`src/rtl/nibble_serial_add_ctrl.sv`:
```
// nibble_serial_add_ctrl: nibble-serial carry-skip adder with valid/ready handshake; SKIP_STATS_EN enables skip_cnt
module nibble_serial_add_ctrl #(
  parameter int WIDTH = 16
) (
  input  logic                             clk,
  input  logic                             rst_n,
  input  logic                             in_valid,
  output logic                             in_ready,
  input  logic [WIDTH-1:0]                 a,
  input  logic [WIDTH-1:0]                 b,
  input  logic                             cin,
  output logic                             out_valid,
  input  logic                             out_ready,
  output logic [WIDTH-1:0]                 sum,
  output logic                             cout,
  output logic                             ovf,
  output logic [$clog2(WIDTH/4+1)-1:0]     skip_cnt
);
  localparam int N  = WIDTH / 4;
  localparam int KW = $clog2(N);
  typedef enum logic [1:0] {IDLE, RUN, DONE} state_t;
  state_t state, state_nx;
  logic [WIDTH-1:0] a_q, b_q;
  logic [KW-1:0] k;
  logic cin_q, cy, ci, c1, c2, c3, c4, nco, last, acc;
  logic [3:0] na, nb, p, g, s;
  assign acc       = in_valid & in_ready;
  assign last      = k == KW'(N - 1);
  assign ci        = (k == '0) ? cin_q : cy;
  assign na        = a_q[4*k +: 4];
  assign nb        = b_q[4*k +: 4];
  assign p         = na ^ nb;
  assign g         = na & nb;
  assign c1        = g[0] | (p[0] & ci);
  assign c2        = g[1] | (p[1] & c1);
  assign c3        = g[2] | (p[2] & c2);
  assign c4        = g[3] | (p[3] & c3);
  assign s         = p ^ {c3, c2, c1, ci};
  assign nco       = &p ? ci : c4;
  assign out_valid = state == DONE;
  always_comb begin
    state_nx = (state == IDLE) ? (acc ? RUN : IDLE) :
               (state == RUN)  ? (last ? DONE : RUN) :
               (out_ready ? IDLE : DONE);
  end
  always_ff @(posedge clk or negedge rst_n) begin
    if (!rst_n) state <= IDLE;
    else        state <= state_nx;
  end
  // in_ready is registered so it stays low until the first edge after reset release
  always_ff @(posedge clk or negedge rst_n) begin
    if (!rst_n) begin
      in_ready <= 1'b0;
      a_q      <= '0;
      b_q      <= '0;
      cin_q    <= 1'b0;
      cy       <= 1'b0;
      k        <= '0;
      sum      <= '0;
      cout     <= 1'b0;
      ovf      <= 1'b0;
    end else begin
      in_ready <= state_nx == IDLE;
      if (acc) begin
        a_q   <= a;
        b_q   <= b;
        cin_q <= cin;
        cy    <= 1'b0;
        k     <= '0;
      end else if (state == RUN) begin
        sum[4*k +: 4] <= s;
        cy            <= nco;
        k             <= k + 1'b1;
        if (last) begin
          cout <= nco;
          ovf  <= c3 ^ nco;
        end
      end
    end
  end
`ifdef SKIP_STATS_EN
  localparam int SW = $clog2(N + 1);
  logic [SW-1:0] skips;
  always_ff @(posedge clk or negedge rst_n) begin
    if (!rst_n)                    skips <= '0;
    else if (acc)                  skips <= '0;
    else if (state == RUN && &p)   skips <= skips + 1'b1;
  end
  assign skip_cnt = skips;
`else
  assign skip_cnt = '0;
`endif
endmodule

```
`config.mk`:
```
export PLATFORM = sky130hd
export DESIGN_NAME = nibble_serial_add_ctrl
export DESIGN_NICKNAME = d
export VERILOG_FILES = /design/src/rtl/nibble_serial_add_ctrl.sv
export SDC_FILE = /design/constraint.sdc
export NUM_CORES = 1
export LEC_CHECK = 0
export ABC_AREA = 1
export CAP_MARGIN = 20
export CORE_UTILIZATION = 47
export DETAILED_ROUTE_END_ITERATION = 8
export GPL_TIMING_DRIVEN = 0
export PLACE_DENSITY = 0.74
export SETUP_SLACK_MARGIN = 0.2
export SYNTH_ARGS = -nofsm -noshare
export SYNTH_HDL_FRONTEND = slang
export SYNTH_SLANG_ARGS = --single-unit
```
`constraint.sdc`:
```
create_clock -name clk -period 4.7 [get_ports clk]
set_input_delay 0.705 -clock clk [delete_from_list [all_inputs] [get_ports clk]]
set_output_delay 0.705 -clock clk [all_outputs]
set_load 0.02 [all_outputs]
```
=== Word-level counts from Yosys, hierarchy flattened ===
Index checks and enable logic that the tools add are counted.

* Bits in read-only memories: 0
* Latch bits: 0
* Register bits: 57
* RAM bits: 0
* Word-level logic and storage cells: 52
* Output and inout port bits: 23
* Input bits: 37
* Memories: 0

* Bitwise logic cells: 14
* Multipliers: 0
* Multiplexer cells: 12
* Div/mod/pow operators: 0
* $add $sub $neg: 2
* Reductions and logical operators: 7
* Shift-type cells: 4
* Order comparisons: 0
* Eq/ne operators: 3

{| class="wikitable"
|+ Operator list
! cell !! number
|-
| negation 4 -> 34 bit || 1
|-
| variable shift 4 x 34 -> 16 bit, first input constant || 1
|-
| indexed part select 4 x 34 -> 16 bit || 1
|-
| indexed part select 16 x 5 -> 4 bit || 2
|-
| bitwise mux 16 bit || 1
|-
| two-way mux 2 bit || 6
|-
| bitwise XOR 4 bit || 2
|-
| logical NOT 2 bit || 3
|-
| AND 1 bit || 5
|-
| two-way mux 1 bit || 5
|-
| AND 4 bit || 1
|-
| == test 2 bit, second input constant || 2
|-
| bitwise OR 1 bit || 4
|-
| AND reduction 4 bit || 1
|-
| AND reduction 3 bit || 1
|-
| adder 2 x 1 -> 2 bit, second input constant || 1
|-
| == test 2 x 1 -> 1 bit, second input constant || 1
|-
| AND reduction 2 bit || 1
|-
| nonzero test 2 bit || 1
|-
| NOT 1 bit || 1
|-
| bitwise XOR 1 bit || 1
|}

=== Longest topological paths before layout ===
Gate-level depths: netlist of the first run.

* Word-level depth: 13
* Mapped depth: 15
* Mapped depth without buffers: 13

=== Least setup slack after synthesis of the first run ===
No wires, ideal clock.

* Path type: register to register
* From: reg k[1]
* To: reg sum[15]
* Cell stages (with the launch flop): 14
* Clock period less this slack: 3,267 ps
* Path slack: 1,433 ps
* Setup time: 66 ps
* Data arrival time: 3,202 ps
* Required time: 4,634 ps
* Buffers on the path: 1
* Cells stage by stage: dfrtp_1 -> inv_2 -> buf_2 -> ha_1 -> inv_2 -> nand2_1 -> nand2_1 -> fa_1 -> fa_1 -> fa_1 -> fa_1 -> nor3_1 -> nand3_1 -> nand2_1

* Word-level cells in the longest chain between the ends: 11
* Elaborated cells between the ends (all ways): 17
* Classes of those cells: 1 x add/sub; 4 x shift; 2 x mux; 9 x bitwise; 1 x reduce/logical

{| class="wikitable"
|+ RTL lines
! element !! line !! RTL
|-
| start, declared || 24 || <nowiki>logic [KW-1:0] k;</nowiki>
|-
| start signal, assigned || 73 || <nowiki>k <= k + 1'b1;</nowiki>
|-
| indexed part select 16 x 5 -> 4 bit (tied with other cells) || 30 || <nowiki>assign na = a_q[4*k +: 4];</nowiki>
|-
| bitwise XOR 4 bit / two-way mux 1 bit (equally long branches) || 32, 29 ||
|-
| AND 1 bit || 34 || <nowiki>assign c1 = g[0] | (p[0] & ci);</nowiki>
|-
| bitwise OR 1 bit || 34 ||
|-
| AND 1 bit || 35 || <nowiki>assign c2 = g[1] | (p[1] & c1);</nowiki>
|-
| bitwise OR 1 bit || 35 ||
|-
| AND 1 bit || 36 || <nowiki>assign c3 = g[2] | (p[2] & c2);</nowiki>
|-
| bitwise OR 1 bit || 36 ||
|-
| bitwise XOR 4 bit || 38 || <nowiki>assign s = p ^ {c3, c2, c1, ci};</nowiki>
|-
| indexed part select 4 x 34 -> 16 bit || 71 || <nowiki>sum[4*k +: 4] <= s;</nowiki>
|-
| bitwise mux 16 bit (*) || 71 ||
|-
| end signal, assigned by index || 71 ||
|-
| end, declared || 14 || <nowiki>output logic [WIDTH-1:0] sum,</nowiki>
|}

Every way passes the cells marked *; elsewhere a longest branch is shown, timed or not.
A chain may end at the register's enable or synchronous reset.

=== Final worst setup path of the first run ===
* From: reg k[1]
* To: reg sum[7]

The elaborated chain is that of the path after synthesis.

==> results.ini, run 1 <==
[route]
vias = 2180
route.detailed.drc = 0
drt-initial-drc-count = 131
final_antenna_net_count = 0
vias_per_cell = 5.07
drt_first_pass_iters = 4
drt_wl_total_um = 5950
drt-wirelength-per-cell_um = 13.8

[setup_path]
critPathMostFrequentCell = fa_1
cpPeakStageDelay_ns = 0.50
crit_slowest_cell = fa_1
path_cells = inv_2 -> buf_2 -> ha_1 -> inv_2 -> nand2_1 -> nand2_1 -> fa_1 -> fa_1 -> fa_1 -> fa_1 -> nor3_1 -> nand3_1 -> nand2_1
cp-startpoint = k[1]
crit_arrival_ns = 4.09
rr_worst_depth = 13
crit_required_ns = 4.98
cp_max_fo = 12
path_depth = 13
critical_path_buf_inv_count = 3
worstReg2RegEnd = sum[7]
cp-end-kind = flop
crit_type = flop to flop
startpoint_type = flop
worstReg2RegStart = k[1]
cp-endpoint = sum[7]
cpLargestDelayFamily = adder cells
r2r_slack_ns = 0.89

[run]
cap_violations = 0

[clock_tree]
clk-insertion-delay-late_ns = 0.34
clkSinkCount = 57
h-tree-depth = 3
clock_path_buffers = 2
path_clk_slew_ns = 0.06
cts_buffers = 9
cts_setup_buffers = 0
cts_tree = yes
hold_buffers = 0
ctsRootBufferMaster = clkbuf_8
cts_resized = 0

[sta]
rsz0062_at_grt = no
timing.hold.ws_ns = 0.350
setup_tns_ns = 0
hold_viol = 0
post-route-period-util = 0.811
setup_viol = 0
period_needed_ns = 3.81
tightest_slew_ns = 0.546
slew_headroom = 0.636
slew_violations = 0
clock.fmax_mhz = 262
clock_skew_ns = 0.00613

[floorplanning]
die_area_um2 = 6540
core_um2 = 5960
initial_core_util = 0.491
ios = 60
fp.dieH_um = 80.9
rows = 28
die_w_um = 80.9

[synthesis]
synth_area_leaders = dfrtp_1, mux2_2, nand2_1
synth_edf_count = 0
synth-main-ff-cell = dfrtp_1
synth_seq_area_share = 0.488
synth_area_um2 = 2920
yosysMostFrequentCell = nand2_1
synth_common_cells = nand2_1, dfrtp_1, mux2_2
synth_largest_area_cell = dfrtp_1
syn_inst = 280
avgSynthCellArea_um2 = 10.4
yosysTopAreaCellShare = 0.488
synth_seq_cells = 57
ys_warn_count = 0
ys_async_sr_fraction = 1.00
ys_types = 28

[final_layout]
fin_area_um2 = 3770
num_antenna_cells = 0
final_cells = 430
drive_above_1_share = 0.208
fillers = 514
syn2layout_area_growth_pct = 29.1
final_nets = 401

[pwr]
power.switching_mw = 1.20
p_comb_frac = 0.551
p_leak_nw = 1.77
pwr_density_cell_nw_per_um2 = 741
cell_internal_pwr_mw = 1.60
sequentialPowerShare = 0.303
swShare = 0.427
totalPowerFinal_mw = 2.80
pwr-share-clk = 0.145
max-vdd-ir-drop_v = 0.000340

[place]
place_congestion = 0.846
dpl_cell_area_um2 = 3600
hpwlAfterDp_um = 4460
place.port_buffers = 56
place_inst = 414

[grt]
grt_usage = 0.207
grt_max_degree = 35
grt_pass1_vias = 2215
antenna_found_initial = 0
grt_overflow = 0
grt_pass1_wl_um = 9920

[status]
status = completed

[worst_hold_path]
hold_path.class = primary input to asynchronous set/reset pin

## cells by family (layout without fill, tap and decap cells)
kind of cell	count (synthesis)	in the layout	synth area share
AO/OA/AOI/OAI	38	38	0.0771
adder cells (fa/ha/maj)	14	14	0.0702
flip-flops	57	57	0.488
other	1	3	0.00128
buffers and inverters	40	113	0.0796
multiplexers	32	32	0.123
AND/OR/NAND/NOR	98	98	0.161
## registers in the layout, summed over array words and instances, names as in the netlist
register / flops
sum: 16
in_ready: 1
cin_q: 1
cout: 1
state: 2
a_q: 16
cy: 1
ovf: 1
b_q: 16
k: 2
## power by group through the flow
stage               combinational (mW)  clock [mW]  sequential, mW
floorplan                         1.01           0           0.906
global placement                  1.49           0           0.849
detailed placement                1.54           0           0.860
CTS                               1.54       0.415           0.852
global route                      1.71       0.437           0.878
finish                            1.54       0.406           0.849
## cells in the final DEF, fill, tap and decap left out, drive strengths merged
cell	netlist	layout
nand4	4	4
conb	1	3
o21ai	17	17
ha	10	10
o22ai	2	2
fa	4	4
nand3	15	15
a32oi	8	8
clkinv	0	3
clkdlybuf4s50	0	55
nor2	10	10
clkbuf	0	13
dfrtp	57	57
nor3	5	5
buf	13	15
a21oi	10	10
nand2	63	63
o21bai	1	1
mux2	32	32
nand3b	1	1
inv	27	27
## area by class of cell
cell class              instances  area, um2  share of cell area
plain buffers                  13        126              0.0335
flip-flops and latches         57       1430               0.378
inverters                      27        106              0.0282
well taps                      75       93.8              0.0249
clock buffers                  13        159              0.0421
clock inverters                 3       15.0             0.00398
multi-input cells             185       1270               0.337
repair buffers                 57        576               0.153
## worst min-delay path by stage
stage | to | slack [ns] | cells past startpoint
global route | sum[12] | 0.39 | 1
floorplan | a_q[0] | 0.41 | 0
finish | sum[12] | 0.35 | 1
detailed placement | ovf | 0.47 | 2
CTS | sum[12] | 0.36 | 1
global placement | sum[7] | 0.47 | 2
## through the flow
stage,utilization,setup slack (ns)
2_1_floorplan,-,1.43
3_3_place_gp,0.602,0.988
3_5_place_dp,0.604,0.902
4_1_cts,0.634,0.879
5_1_grt,0.634,0.692
6_report,0.634,0.886
## per-layer routing
layer / routed length [um] / GRT usage / vias to the layer above
met2: 3000 / 0.355 / 56
li1: - / - / 1076
met3: 266 / 0.0596 / 11
met5: 0 / 0 / -
met4: 103 / 0.0786 / 0
met1: 2580 / 0.244 / 1037
No activity file was read; power rests on OpenSTA's default activity.
==> run 2: changes to the inputs <==
- CORE_UTILIZATION: 47 -> 46
- PLACE_DENSITY: 0.74 -> 0.76
- clock period: 4.7 -> 3.3 ns (I/O delays scaled with it)
==> run 2 against run 1 <==
- clock skew barely moved
- critical path depth did not move
- routed wire length rose by 5.9%
- maximum frequency rose by 24%
- clock power rose by 65%
- design area rose by 6.7%
- sequential power rose by 44%
- combinational power rose by 67%
- core utilization rose by 3.4 points
- first-iteration DRC count fell by 14%
- critical path type unchanged
- largest cell class unchanged
- largest power group unchanged
==> results.ini, run 2 (synthesis results as in run 1) <==
[floorplanning]
rows = 28
fp.dieH_um = 81.7
ios = 60
initial_core_util = 0.485
core_um2 = 6030
die_w_um = 81.7
die_area_um2 = 6680

[setup_path]
worstReg2RegEnd = sum[15]
cp_max_fo = 6
crit_type = flop to flop
crit_slowest_cell = fa_2
worstReg2RegStart = k[0]
path_cells = buf_6 -> inv_8 -> buf_8 -> nand2_4 -> a32oi_4 -> inv_2 -> fa_2 -> fa_2 -> fa_2 -> fa_2 -> nor3_2 -> nand3_1 -> nand2_1
cpPeakStageDelay_ns = 0.46
r2r_slack_ns = 0.23
startpoint_type = flop
cp-end-kind = flop
critPathMostFrequentCell = fa_2
rr_worst_depth = 13
crit_arrival_ns = 3.35
crit_required_ns = 3.57

[grt]
grt_max_degree = 38
grt_pass1_wl_um = 10800
grt_usage = 0.223
grtUsageMet1 = 0.271
met3_usage = 0.0589
grt_pass1_vias = 2330
grt_overflow = 0
grt.busiest_layer = met2
gr-usage-met2 = 0.384
antenna_found_initial = 0

[sta]
clock.fmax_mhz = 326
period_needed_ns = 3.07
slew_violations = 0
clock_skew_ns = 0.00567
hold_viol = 0
setup_viol = 0
rsz0062_at_grt = yes
timing.hold.ws_ns = 0.120
setup_slack_ns = 0.229
post-route-period-util = 0.931

[place]
hpwlAfterDp_um = 4440
place.port_buffers = 56
place_congestion = 0.822
dp_slack_ns = -0.136
place_inst = 414

[status]
status = completed

[clock_tree]
h-tree-depth = 3
cts_tree = yes
path_clk_slew_ns = 0.07
clkSinkCount = 57
ctsRootBufferMaster = clkbuf_8
hold_buffers = 0
clock_path_buffers = 2
clk-insertion-delay-late_ns = 0.34
cts_buffers = 9

[final_layout]
fillers = 504
num_antenna_cells = 0
reg.largest.list = a_q x16, b_q x16, sum x16
layout_commonest_cell = nand2_1
final_cells = 445
final_nets = 416
syn2layout_area_growth_pct = 37.7
drive_above_1_share = 0.286
layout_common_cells = nand2_1, dfrtp_1, clkdlybuf4s50_1, mux2_2, inv_1

[route]
vias_per_cell = 5.05
vias = 2246
drt-initial-drc-count = 113
route.detailed.drc = 0
drt-wirelength-per-cell_um = 14.2
drt_first_pass_iters = 4
drt_wl_total_um = 6300
final_antenna_net_count = 0

[pwr]
pwr_density_cell_nw_per_um2 = 1110
max-vdd-ir-drop_v = 0.000533
totalPowerFinal_mw = 4.45
p_leak_nw = 1.87

[worst_hold_path]
hold_path.class = primary input to asynchronous set/reset pin

[run]
cap_violations = 0

run 2: cell count changes in the layout (fill, tap and decap cells not counted), sizes merged:
cell and delta:
buf +15, clkbuf -3, clkinvlp +2, bufinv +1
run 2: layout make-up:
cell class                      count  area, um2  area share
Clock inverter                      6       67.6      0.0168
Multi-Input combinational cell    185       1350       0.334
Tap cell                           75       93.8      0.0233
Buffer                             13        149      0.0370
Timing Repair Buffer               72        692       0.172
Inverter                           27        111      0.0277
Sequential cell                    57       1430       0.355
Clock buffer                       10        138      0.0342
run 2: worst max-delay path by stage:
stage	from	endpoint	slack [ns]
2_1_floorplan	k[0]	sum[15]	0.24
3_3_place_gp	k[0]	sum[15]	-0.10
3_5_place_dp	k[0]	sum[15]	-0.14
4_1_cts	k[0]	sum[15]	0.08
5_1_grt	k[0]	sum[15]	0.08
6_report	k[0]	sum[15]	0.23
run 2: power by group:
part	switching (mW)	total (mW)	internal, mW
Sequential	0.189	1.22	1.03
Combinational	1.37	2.57	1.20
Clock	0.299	0.669	0.370
run 2: metrics by stage:
stage                     area [um2]  TNS (ns)  utilization
after floorplan                 2950         0            -
after global placement          3610    -0.281        0.599
after detailed placement        3620    -0.487        0.601
after CTS                       3980         0        0.661
after global routing            4030         0        0.668
final                           4030         0        0.668
run 2: what timing repair did:
item,in CTS,in global routing
setup buffers,14,1
gates cloned,0,0
gates resized for setup,14,9
setup endpoints to repair,7,7
endpoints found under the hold margin,0,0
pin swaps,11,12
run 2: critical path: cells and delay by family (launching register included):
kind                       cells  cell delay (ns)
and+or+nand+nor                4             0.43
DFF                            1             0.39
AOI/OAI and AO/OA              1             0.22
buffers and inverters          4             0.39
adders and majority gates      4             1.57
run 2: per-layer routing:
metal / wire, um / share of wire
met5: 0 / 0
met4: 85 / 0.013
met3: 259 / 0.041
met2: 3230 / 0.51
met1: 2730 / 0.43
